**config.mk**
```make
export PLATFORM = sky130hd
export DESIGN_NAME = pp_out_drain_ctrl
export DESIGN_NICKNAME = d
export VERILOG_FILES = /design/src/rtl/pp_pkg.sv /design/src/rtl/pp_out_bank.sv /design/src/rtl/pp_out_drain_ctrl.sv
export SDC_FILE = /design/constraint.sdc
export NUM_CORES = 1
export LEC_CHECK = 0
export ABC_AREA = 1
export CAP_MARGIN = 5
export CORE_ASPECT_RATIO = 1.4
export CORE_MARGIN = 1
export CORE_UTILIZATION = 59
export DETAILED_ROUTE_END_ITERATION = 16
export GPL_ROUTABILITY_DRIVEN = 0
export PLACE_DENSITY_LB_ADDON = 0.08
export SYNTH_ARGS = -nofsm -noshare
export SYNTH_HDL_FRONTEND = slang
export SYNTH_SLANG_ARGS = --single-unit
```
**constraint.sdc**
```tcl
create_clock -name clk -period 8.7 [get_ports clk]
set_input_delay 1.74 -clock clk [delete_from_list [all_inputs] [get_ports clk]]
set_output_delay 1.74 -clock clk [all_outputs]
set_load 0.01 [all_outputs]
```
**src/rtl/pp_pkg.sv**
```systemverilog
// Shared ping-pong buffering definitions for the input and output controllers.
package pp_pkg;

  localparam int BLOCK_SIZE = 2;

  typedef logic [1:0] pp_state_t;

  localparam pp_state_t S_IDLE = 2'd0;
  localparam pp_state_t S_RUN  = 2'd1;
  localparam pp_state_t S_DONE = 2'd2;

endpackage

```
**src/rtl/pp_out_bank.sv**
```systemverilog
// One output row of result blocks: synchronous write port, combinational read port.
// Contents are deliberately left unreset; validity is tracked by the controller.
module pp_out_bank
  import pp_pkg::*;
#(
  parameter int DATA_W = 64,
  parameter int DEPTH  = 4
) (
  input  logic                     clk,
  input  logic                     i_we,
  input  logic [$clog2(DEPTH)-1:0] i_waddr,
  input  logic [DATA_W-1:0]        i_wdata,
  input  logic [$clog2(DEPTH)-1:0] i_raddr,
  output logic [DATA_W-1:0]        o_rdata
);

  logic [DATA_W-1:0] r_mem [DEPTH];

  always_ff @(posedge clk) begin
    if (i_we) r_mem[i_waddr] <= i_wdata;
  end

  assign o_rdata = r_mem[i_raddr];

endmodule

```
**src/rtl/pp_out_drain_ctrl.sv**
```systemverilog
// Ping-pong output buffer: fills one bank of COL_Y result blocks while draining the other
// on a valid/ready stream; a full row is visible one cycle after its last write.
module pp_out_drain_ctrl
  import pp_pkg::*;
#(
  parameter int DATA_W   = 64,
  parameter int COL_Y    = 4,
  parameter int MAX_ROWS = 16
) (
  input  logic                            clk,
  input  logic                            rst_n,
  input  logic                            start,
  input  logic                            in_valid,
  output logic                            in_ready,
  input  logic [DATA_W-1:0]               in_data,
  output logic                            out_valid,
  input  logic                            out_ready,
  output logic [DATA_W-1:0]               out_data,
  output logic                            out_last,
  output logic [$clog2(MAX_ROWS+1)-1:0]   out_row_idx,
  output logic                            wr_bank,
  output logic                            done
);

  localparam int AW = $clog2(COL_Y);
  localparam int RW = $clog2(MAX_ROWS + 1);
  localparam logic [AW-1:0] LAST_ADDR = AW'(COL_Y - 1);
  localparam logic [RW-1:0] LAST_ROW  = RW'(MAX_ROWS - 1);
  localparam logic [RW-1:0] ROW_SAT   = RW'(MAX_ROWS);

  pp_state_t        r_state;
  logic             r_wr_sel;
  logic             r_rd_sel;
  logic [AW-1:0]    r_wr_addr;
  logic [AW-1:0]    r_rd_addr;
  logic [1:0]       r_bank_full;
  logic [RW-1:0]    r_rows_drained;

  logic             w_run;
  logic             w_wr_fire;
  logic             w_rd_fire;
  logic             w_wr_last;
  logic             w_rd_last;
  logic [1:0]       w_bank_full_nxt;
  logic [DATA_W-1:0] w_rdata [2];

  // Handshake qualifiers depend only on registered state, never on in_valid/out_ready.
  assign w_run     = (r_state == S_RUN);
  assign in_ready  = w_run & ~r_bank_full[r_wr_sel];
  assign out_valid = w_run &  r_bank_full[r_rd_sel];
  assign w_wr_fire = in_valid & in_ready;
  assign w_rd_fire = out_valid & out_ready;
  assign w_wr_last = w_wr_fire & (r_wr_addr == LAST_ADDR);
  assign w_rd_last = w_rd_fire & (r_rd_addr == LAST_ADDR);

  // Writer and reader always point at different banks when both complete a row.
  always_comb begin
    w_bank_full_nxt = r_bank_full;
    if (w_wr_last) w_bank_full_nxt[r_wr_sel] = 1'b1;
    if (w_rd_last) w_bank_full_nxt[r_rd_sel] = 1'b0;
  end

  always_ff @(posedge clk) begin
    if (!rst_n) begin
      r_state        <= S_IDLE;
      r_wr_sel       <= 1'b0;
      r_rd_sel       <= 1'b0;
      r_wr_addr      <= '0;
      r_rd_addr      <= '0;
      r_bank_full    <= 2'b00;
      r_rows_drained <= '0;
    end else begin
      case (r_state)
        S_IDLE:  if (start) r_state <= S_RUN;
        S_RUN:   if (w_rd_last && (r_rows_drained == LAST_ROW)) r_state <= S_DONE;
        default: r_state <= r_state;
      endcase

      if (w_wr_fire) begin
        if (r_wr_addr == LAST_ADDR) begin
          r_wr_addr <= '0;
          r_wr_sel  <= ~r_wr_sel;
        end else begin
          r_wr_addr <= r_wr_addr + AW'(1);
        end
      end

      if (w_rd_fire) begin
        if (r_rd_addr == LAST_ADDR) begin
          r_rd_addr <= '0;
          r_rd_sel  <= ~r_rd_sel;
          if (r_rows_drained != ROW_SAT) r_rows_drained <= r_rows_drained + RW'(1);
        end else begin
          r_rd_addr <= r_rd_addr + AW'(1);
        end
      end

      r_bank_full <= w_bank_full_nxt;
    end
  end

  for (genvar b = 0; b < 2; b++) begin : g_bank
    pp_out_bank #(
      .DATA_W (DATA_W),
      .DEPTH  (COL_Y)
    ) u_bank (
      .clk     (clk),
      .i_we    (w_wr_fire && (r_wr_sel == 1'(b))),
      .i_waddr (r_wr_addr),
      .i_wdata (in_data),
      .i_raddr (r_rd_addr),
      .o_rdata (w_rdata[b])
    );
  end

  assign out_data    = w_rdata[r_rd_sel];
  assign out_last    = out_valid & (r_rd_addr == LAST_ADDR);
  assign out_row_idx = r_rows_drained;
  assign wr_bank     = r_wr_sel;
  assign done        = (r_state == S_DONE);

endmodule

```
==> impl_metrics.json, run 1 <==
{
  "layout.cells.most_common": "edfxtp_1",
  "hold_depth": 2,
  "vias": 12410,
  "holdCritPathClass": "register to register",
  "first_pass_iters": 5,
  "power.density_nw_per_um2": 205.3,
  "worstPathMaxFanout": 120,
  "dp.final_hpwl_mm": 21.20,
  "final.min_clock_period_ns": 5.563,
  "min_from": "r_bank_full[1]",
  "final_util": 0.6958,
  "global_route.usage.total": 0.2425,
  "run_status": "finished clean",
  "area_growth_pct": 15.19,
  "yosysUniqueCellTypes": 25,
  "fp-row-count": 80,
  "timing.final.setup_violations": 0,
  "cp-start-kind": "register",
  "synthDominantAreaCellType": "edfxtp_1",
  "power.leakage_nw": 7.883,
  "mostFrequentLayoutCells": "edfxtp_1, nor2_1, o21ai_0, nand2_1, clkdlybuf4s50_1",
  "yosys_register_bits": 529,
  "timing.critical_path.cells": "inv_6 -> buf_4 -> o21ai_0 -> o21ai_0 -> nand2_1 -> nand2_1 -> clkdlybuf4s50_1",
  "worstSetupEndpointType": "output port",
  "setup-tns-final_ns": 0,
  "post_cts.repair.setup_buffers": 0,
  "leading_cell_types_by_total_area_after_synthesis": "edfxtp_1, o21ai_0, nor2_1",
  "first_iter_violations": 1130,
  "reg2reg_from": "r_rd_sel",
  "design.final.nets": 1754,
  "synth_fp_nets": 1635,
  "worst-path-buf-inv": 3,
  "rr_worst_depth": 9,
  "grt_first_pass_wirelength_mm": 66.81,
  "crit_slowest_cell": "buf_4",
  "drt-total-wl_mm": 42.77,
  "clockBufferDepth": 3,
  "tritoncts": "built",
  "hold-path-endpoint": "r_bank_full[1]",
  "core_area_um2": 34330,
  "worst-setup-path-type": "register to output port",
  "cts.sink_count": 529,
  "h-tree-depth": 2,
  "pin_count": 143,
  "synth_seq_area_share": 0.7578,
  "syn_inst": 1558,
  "rsz_0062_raised_after_global_routing": "no",
  "die-area_um2": 35910,
  "hold_buffers": 0,
  "grt_antenna_before_repair": 3,
  "grt_overflow": 0,
  "detail_route.wl_per_cell_um": 19.74,
  "initial_core_utilization": 0.6040,
  "worstReg2RegEnd": "out_row_idx[1]",
  "numPortBuffers": 142,
  "synth_area_per_cell_um2": 13.31,
  "yosys_warnings": 0,
  "cp_data_required_time_ns": 6.96,
  "worst-r2r-setup-slack_ns": 5.75,
  "cts_root_buffer": "clkbuf_16",
  "peak_supply_drop_v": 0.0001746,
  "worstSkewPairLatency_ns": 0.55,
  "seqCellArea_um2": 15720,
  "max_cap_violations": 0,
  "via_count_of_the_first_global_routing_pass": 12500,
  "via_per_inst": 5.730,
  "die-height_um": 223.8,
  "cp_top_family": "buffers and inverters",
  "finalCritPeriodShare": 0.6394,
  "worst_path_largest_cell_delay_ns": 0.75,
  "largest_net_degree_at_the_start_of_global_routing": 213,
  "clock_skew_ns": 0.006219,
  "cts-buffers-inserted": 48,
  "route.detailed.drc": 0,
  "timing.fmax_mhz": 179.8,
  "die_width_um": 160.5,
  "critical_path_arrival_ns": 3.82,
  "yosysTopAreaCellShare": 0.7414,
  "n_fill_cell": 2343,
  "worst-slew-pin-transition_ns": 1.082,
  "final-max-slew-violation-count": 0,
  "dp.cells": 2078,
  "cts_resized": 0,
  "final_antenna_net_count": 0,
  "finalHoldViolations": 0,
  "max_slew_margin": 0.2784,
  "fin_cells": 2166,
  "path_clk_slew_ns": 0.06,
  "drive_above_1_share": 0.05429,
  "post_synth_instance_area_um2": 20740,
  "multi_input_area_um2": 4478
}
cells in the mapped netlist:
| cell type | n |
|---|---|
| buf_6 | 2 |
| o22ai_1 | 64 |
| nand2_1 | 212 |
| ha_1 | 8 |
| nor3_1 | 8 |
| buf_1 | 12 |
| clkbuf_1 | 52 |
| a21oi_1 | 13 |
| nand3_1 | 6 |
| dfxtp_1 | 17 |
| nor2_2 | 2 |
| mux2i_1 | 64 |
| xor2_1 | 2 |
| nor3b_1 | 1 |
| buf_12 | 5 |
| inv_2 | 2 |
| edfxtp_1 | 512 |
| or2_2 | 1 |
| o21ai_0 | 228 |
| buf_2 | 14 |
| nor2_1 | 267 |
| buf_4 | 7 |
| nand4_1 | 3 |
| inv_1 | 22 |
| o21ai_1 | 34 |
kinds of logic after synthesis:
group                      Yosys count  share of synthesized area
xor gates and xnor gates             2                  0.0008448
adders and majority gates            8                   0.004827
muxes                               64                    0.03089
and+or+nand+nor                    500                    0.09225
buffers and inverters              116                    0.02775
AOI/OAI and AO/OA                  339                    0.08567
DFF                                529                     0.7578
per-stage QoR:
| step | total power, mW | hold slack [ns] | worst slack (ns) | instance area, µm² |
|---|---|---|---|---|
| after floorplan | 2.918 | 0.4383 | 1.851 | 20740 |
| final | 4.904 | 0.4716 | 3.137 | 23890 |
| after CTS | 4.943 | 0.4731 | 3.173 | 23880 |
| after global placement | 3.010 | 0.4522 | 3.788 | 22450 |
| after global routing | 5.043 | 0.5106 | 2.859 | 23890 |
| after detailed placement | 3.014 | 0.4612 | 3.771 | 22450 |
sequential cells by signal, summed over array words and instances, names as in the netlist, named ones only:
signal / count
out_row_idx: 5
wr_bank: 1
r_rd_sel: 1
r_rd_addr: 2
r_state: 2
r_wr_addr: 2
r_bank_full: 2
g_bank.u_bank.r_mem: 512
worst max-delay path by stage:
stage                     startpoint                            to  slack, ns  depth (start not counted)
final                       register                  out_data[51]       3.14                          7
after global routing        register                  out_data[42]       2.86                          7
after CTS                   register                  out_data[52]       3.17                          7
after detailed placement    register                  out_data[34]       3.77                          7
after global placement      register                  out_data[38]       3.79                          7
after floorplan             in_valid  g_bank[0].u_bank.r_mem[0][0]       1.85                          2
area by class of cell:
type                    instances  share of cell area
multi-input cells             913              0.1875
clock inverters                22            0.006181
repair buffers                161             0.06652
inverters                      24            0.004085
clock buffers                  64             0.05369
well taps                     451             0.02362
flip-flops and latches        529              0.6582
diodes                          2           0.0002095
power by group:
part / switching, mW / leakage [nW] / internal [mW] / total [mW]
Clock: 0.855 / 0.698 / 1.09 / 1.94
Sequential: 0.00518 / 4.76 / 2.82 / 2.82
Combinational: 0.0781 / 2.43 / 0.0606 / 0.139
Total: 0.938 / 7.88 / 3.97 / 4.90
metal layers:
metal / global-route usage / up-vias / routed length, µm
li1: - / 5893 / -
met1: 0.3181 / 6141 / 18060
met2: 0.4113 / 297 / 21500
met3: 0.04055 / 78 / 1968
met4: 0.08418 / 2 / 1228
met5: 0 / - / 13
worst register-to-register path, cell delays in order (launching register included):
cell,delay [ns]
dfxtp_2,0.54
inv_2,0.52
buf_4,0.74
nand2_1,0.15
nand2_1,0.13
nand4_1,0.27
nor2_2,0.31
nand2_1,0.08
nand2_1,0.06
nor2_1,0.04
Power figures use the tool's default switching activity.
==> inputs of run 2 (changes only) <==
Settings changed: CORE_UTILIZATION 59 to 53.
Clock period 8.7 ns to 4.46 ns, I/O delays scaled along.
==> run 2 against run 1 <==
  * Register-to-register slack got worse by 3.8 ns
  * Via count rose by 0.19%
  * Sequential share of layout area fell by 1.2 points
  * Clock skew rose by 0.0092 ns
  * Die area rose by 11%
  * Total power rose by 100%
  * Utilization fell by 6.4 points
  * Worst setup slack got worse by 2.4 ns
==> impl_metrics.json, run 2 (same netlist as run 1, synthesis figures left out) <==
{
  "dp.cells": 2161,
  "pin_count": 143,
  "clockBufferDepth": 3,
  "final_antenna_net_count": 0,
  "critical_path_arrival_ns": 2.79,
  "drt-total-wl_mm": 43.61,
  "worstPathMaxFanout": 95,
  "fin_hold_ws_ns": 0.4785,
  "mostFrequentLayoutCells": "edfxtp_1, nor2_1, o21ai_0, nand2_1, clkdlybuf4s50_1",
  "worst-setup-path-type": "register to output port",
  "fin_cells": 2252,
  "die_width_um": 169.2,
  "max_cap_violations": 0,
  "core_area_um2": 38500,
  "dp.final_hpwl_mm": 22.75,
  "final_util": 0.6318,
  "grt_overflow": 0,
  "fp-row-count": 85,
  "worstSkewPairLatency_ns": 0.57,
  "cp_data_required_time_ns": 3.57,
  "global_route.usage.total": 0.2213,
  "rsz_0062_raised_after_global_routing": "no",
  "via_per_inst": 5.522,
  "grt_antenna_before_repair": 2,
  "detail_route.wl_per_cell_um": 19.36,
  "via_count_of_the_first_global_routing_pass": 12260,
  "post-route-worst-setup-slack_ns": 0.7786,
  "final.min_clock_period_ns": 3.681,
  "route.detailed.drc": 0,
  "worst-slew-pin-transition_ns": 1.043,
  "die-height_um": 236.1,
  "finalHoldViolations": 0,
  "power.density_nw_per_um2": 403.9,
  "cp-start-kind": "register",
  "largest_register_ffs": 512,
  "multi_input_area_um2": 4478,
  "cts_root_buffer": "clkbuf_16",
  "worstSetupEndpointType": "output port",
  "hold_buffers": 0,
  "holdCritPathClass": "register to register",
  "n_fill_cell": 2965,
  "power.leakage_nw": 8.054,
  "h-tree-depth": 2,
  "path_clk_slew_ns": 0.06,
  "numPortBuffers": 142,
  "timing.final.setup_violations": 0,
  "seqCellArea_um2": 15720,
  "tritoncts": "built",
  "drive_above_1_share": 0.06825,
  "largest_register": "g_bank.u_bank.r_mem",
  "finalCritPeriodShare": 0.8254,
  "grt_first_pass_wirelength_mm": 67.15,
  "post_cts.repair.setup_buffers": 0,
  "peak_supply_drop_v": 0.0003630,
  "area_growth_pct": 17.28,
  "first_iter_violations": 840,
  "timing.fmax_mhz": 271.6,
  "initial_core_utilization": 0.5387,
  "final-max-slew-violation-count": 0,
  "clock_skew_ns": 0.01542,
  "cts.sink_count": 529,
  "first_pass_iters": 5,
  "largest_net_degree_at_the_start_of_global_routing": 133,
  "die-area_um2": 39940,
  "run_status": "finished clean",
  "placement.setup.worst_slack_ns": 1.334,
  "cts-buffers-inserted": 48,
  "layout.cells.most_common": "edfxtp_1",
  "design.final.nets": 1766,
  "cts_resized": 0,
  "vias": 12440,
  "max_slew_margin": 0.3046
}
-- run 2: cell count changes in the layout (fill, tap and decap cells not counted), sizes merged --
cell / previous run / this run
buf: 19 / 31
clkbuf: 64 / 57
clkinv: 22 / 30
diode: 2 / 1
bufinv: 2 / 5
-- run 2: through the flow --
stage	TNS, ns	instance area [µm²]	power, mW
2_1_floorplan	-636.07	20740	5.692
3_3_place_gp	0	22760	5.877
3_5_place_dp	0	22760	5.883
4_1_cts	0	24320	9.901
5_1_grt	0	24320	10.10
6_report	0	24320	9.823
-- run 2: power by group --
| group | total (mW) | switching [mW] | internal (mW) |
|---|---|---|---|
| Sequential | 5.50 | 0.00966 | 5.49 |
| Combinational | 0.275 | 0.154 | 0.121 |
| Clock | 4.05 | 1.71 | 2.33 |
| Total | 9.82 | 1.88 | 7.95 |
-- run 2: worst paths after layout --
check / startpoint / endpoint / slack (ns) / cells past startpoint
worst max register to register: wr_bank / g_bank[1].u_bank.r_mem[0][32] / 1.95 / 5
worst max-delay path: register / out_data[43] / 0.78 / 6
worst min-delay path: r_bank_full[1] / r_bank_full[1] / 0.48 / 2
worst min register to register: r_bank_full[1] / r_bank_full[1] / 0.48 / 2
-- run 2: cell type report --
class	instances	area share
Clock buffer	57	0.05252
Timing Repair Buffer	173	0.07418
Multi-Input combinational cell	913	0.1841
Tap cell	522	0.02685
Inverter	24	0.004012
Clock inverter	33	0.01178
Sequential cell	529	0.6465
Antenna cell	1	0.0001029
-- run 2: worst max-delay path, cell delays in order, from the launching register on --
cell and delay (ns):
dfxtp_4 0.67, buf_12 0.38, o21ai_0 0.14, o21ai_0 0.18
nand2_1 0.07, nand2_1 0.16, clkdlybuf4s50_1 0.55
-- run 2: per-layer routing --
metal / track usage / wire (µm) / up-vias
li1: - / - / 5909
met4: 0.07316 / 1105 / 2
met2: 0.3878 / 22120 / 314
met5: 0 / 13 / -
met1: 0.2805 / 18240 / 6131
met3: 0.03356 / 2127 / 79
==> inputs of run 3 (changes only) <==
Settings changed: CORE_UTILIZATION 53 to 59.
Clock period 4.46 ns to 3.7 ns, I/O delays scaled along.
==> run 3 against run 2 <==
  * Combinational power rose by 23%
  * Highest routed layer unchanged
  * Worst hold slack got worse by 0.0096 ns
  * Total power rose by 16%
  * Clock-buffer cell count grew 7
  * Critical path type unchanged
==> impl_metrics.json, run 3 (same netlist as run 1, synthesis figures left out) <==
{
  "wl_met1_mm": 17.40,
  "critPathCapture": "out_data[43]",
  "die-height_um": 223.8,
  "holdCritPathClass": "register to register",
  "internal_power_mw": 9.184,
  "n_fill_cell": 2319,
  "met2WireLength_mm": 21.72,
  "power_frac_clock": 0.388,
  "cts_root_buffer": "clkbuf_16",
  "power_switching_mw": 2.200,
  "fin_hold_ws_ns": 0.4689,
  "clock_skew_ns": 0.02208,
  "dr_wl_met3_mm": 1.840,
  "h-tree-depth": 2,
  "grt_antenna_before_repair": 1,
  "design.final.nets": 1764,
  "drt-total-wl_mm": 41.77,
  "placement.setup.worst_slack_ns": 0.7574,
  "clockBufferDepth": 3,
  "worst-r2r-setup-slack_ns": 0.98,
  "post-route-worst-setup-slack_ns": 0.2462,
  "reg2reg_from": "wr_bank",
  "maxUsedRoutingLayer": "met5",
  "cp-start-kind": "register",
  "dp.final_hpwl_mm": 22.64,
  "route.detailed.drc": 0,
  "via_count_of_the_first_global_routing_pass": 12370,
  "peak_supply_drop_v": 0.0004196,
  "mostFrequentLayoutCells": "edfxtp_1, nor2_1, o21ai_0, nand2_1, clkdlybuf4s50_1",
  "worst-setup-path-type": "register to output port",
  "largest_register": "g_bank.u_bank.r_mem",
  "layout.cell_area.non_filler_um2": 24180,
  "die-area_um2": 35910,
  "layout.cells.most_common": "edfxtp_1",
  "area_growth_pct": 16.61,
  "largest_net_degree_at_the_start_of_global_routing": 76,
  "drive_above_1_share": 0.05974,
  "largest_register_ffs": 512,
  "max_cap_violations": 0,
  "worstSkewPairLatency_ns": 0.56,
  "power.combinational.fraction": 0.030,
  "grt_overflow": 0,
  "fp-row-count": 80,
  "path_clk_slew_ns": 0.06,
  "max_slew_margin": 0.3378,
  "global_route.usage.total": 0.2359,
  "numPortBuffers": 142,
  "first_iter_violations": 832,
  "worstSetupEndpointType": "output port",
  "p_seq_frac": 0.582,
  "hold_buffers": 0,
  "rr_worst_depth": 5,
  "tritoncts": "built",
  "via_per_inst": 5.716,
  "cts-buffers-inserted": 47,
  "pin_count": 143,
  "critical_path_arrival_ns": 2.71,
  "finalHoldViolations": 0,
  "cts_resized": 0,
  "grt_first_pass_wirelength_mm": 65.60,
  "final.min_clock_period_ns": 3.454,
  "rsz_0062_raised_after_global_routing": "no",
  "first_pass_iters": 5,
  "detail_route.wl_per_cell_um": 19.20,
  "placed_cell_area_um2": 22810,
  "final-max-slew-violation-count": 0,
  "vias": 12430,
  "timing.final.setup_violations": 0,
  "power.leakage_nw": 8.006,
  "worst-slew-pin-transition_ns": 0.9933,
  "cp_data_required_time_ns": 2.96,
  "power.density_nw_per_um2": 470.8,
  "finalCritPeriodShare": 0.9335,
  "num_antenna_cells": 0,
  "final_antenna_net_count": 0,
  "timing.fmax_mhz": 289.5,
  "worstReg2RegEnd": "g_bank[1].u_bank.r_mem[0][41]",
  "cts.sink_count": 529,
  "worstPathMaxFanout": 73,
  "post_cts.repair.setup_buffers": 0,
  "run_status": "finished clean",
  "core_area_um2": 34330,
  "p_sw_frac": 0.1932,
  "die_width_um": 160.5,
  "initial_core_utilization": 0.6040
}
[run 3: area by class of cell]
type / instances / area [µm²] / share of cell area
Timing Repair Buffer: 172 / 1909 / 0.07895
Inverter: 24 / 92.59 / 0.003829
Multi-Input combinational cell: 913 / 4516 / 0.1867
Clock inverter: 22 / 95.09 / 0.003932
Tap cell: 451 / 564.3 / 0.02333
Sequential cell: 529 / 15720 / 0.6502
Clock buffer: 64 / 1282 / 0.05303
[run 3: how the worst min path moves through the flow]
stage / start / endpoint / slack [ns] / cells after the start
floorplan: r_bank_full[0] / r_bank_full[0] / 0.44 / 2
global placement: r_bank_full[0] / r_bank_full[0] / 0.45 / 2
detailed placement: r_bank_full[1] / r_bank_full[1] / 0.46 / 2
CTS: r_bank_full[1] / r_bank_full[1] / 0.47 / 2
global route: r_bank_full[1] / r_bank_full[1] / 0.51 / 2
finish: r_bank_full[1] / r_bank_full[1] / 0.47 / 2
[run 3: worst max-delay path, cell delays in order, from the launching register on]
cell	delay [ns]
dfxtp_4	0.60
buf_12	0.34
o21ai_0	0.16
o22ai_1	0.24
nand2_1	0.09
nand2_1	0.07
clkdlybuf4s50_1	0.54
[run 3: metal layers]
layer	GRT usage	up-vias
met5	0	-
met4	0.06421	2
met3	0.03166	63
met2	0.4220	337
met1	0.3019	6137
li1	-	5893
[run 3: metrics by stage]
stage | util | instances | setup TNS, ns | power, mW
after detailed placement | 0.6642 | 2089 | 0 | 7.100
after global placement | 0.6642 | 2089 | 0 | 7.092
after global routing | 0.7044 | 2175 | 0 | 11.70
after CTS | 0.7044 | 2175 | 0 | 11.47
after floorplan | - | 1558 | -220.81 | 6.860
final | 0.7044 | 2175 | 0 | 11.38
[run 3: power groups by stage]
stage | Combinational, mW | Sequential [mW] | Clock (mW)
global route | 0.368 | 6.63 | 4.70
global placement | 0.335 | 6.76 | 0
detailed placement | 0.340 | 6.76 | 0
CTS | 0.343 | 6.63 | 4.50
floorplan | 0.0961 | 6.76 | 0
finish | 0.338 | 6.63 | 4.42
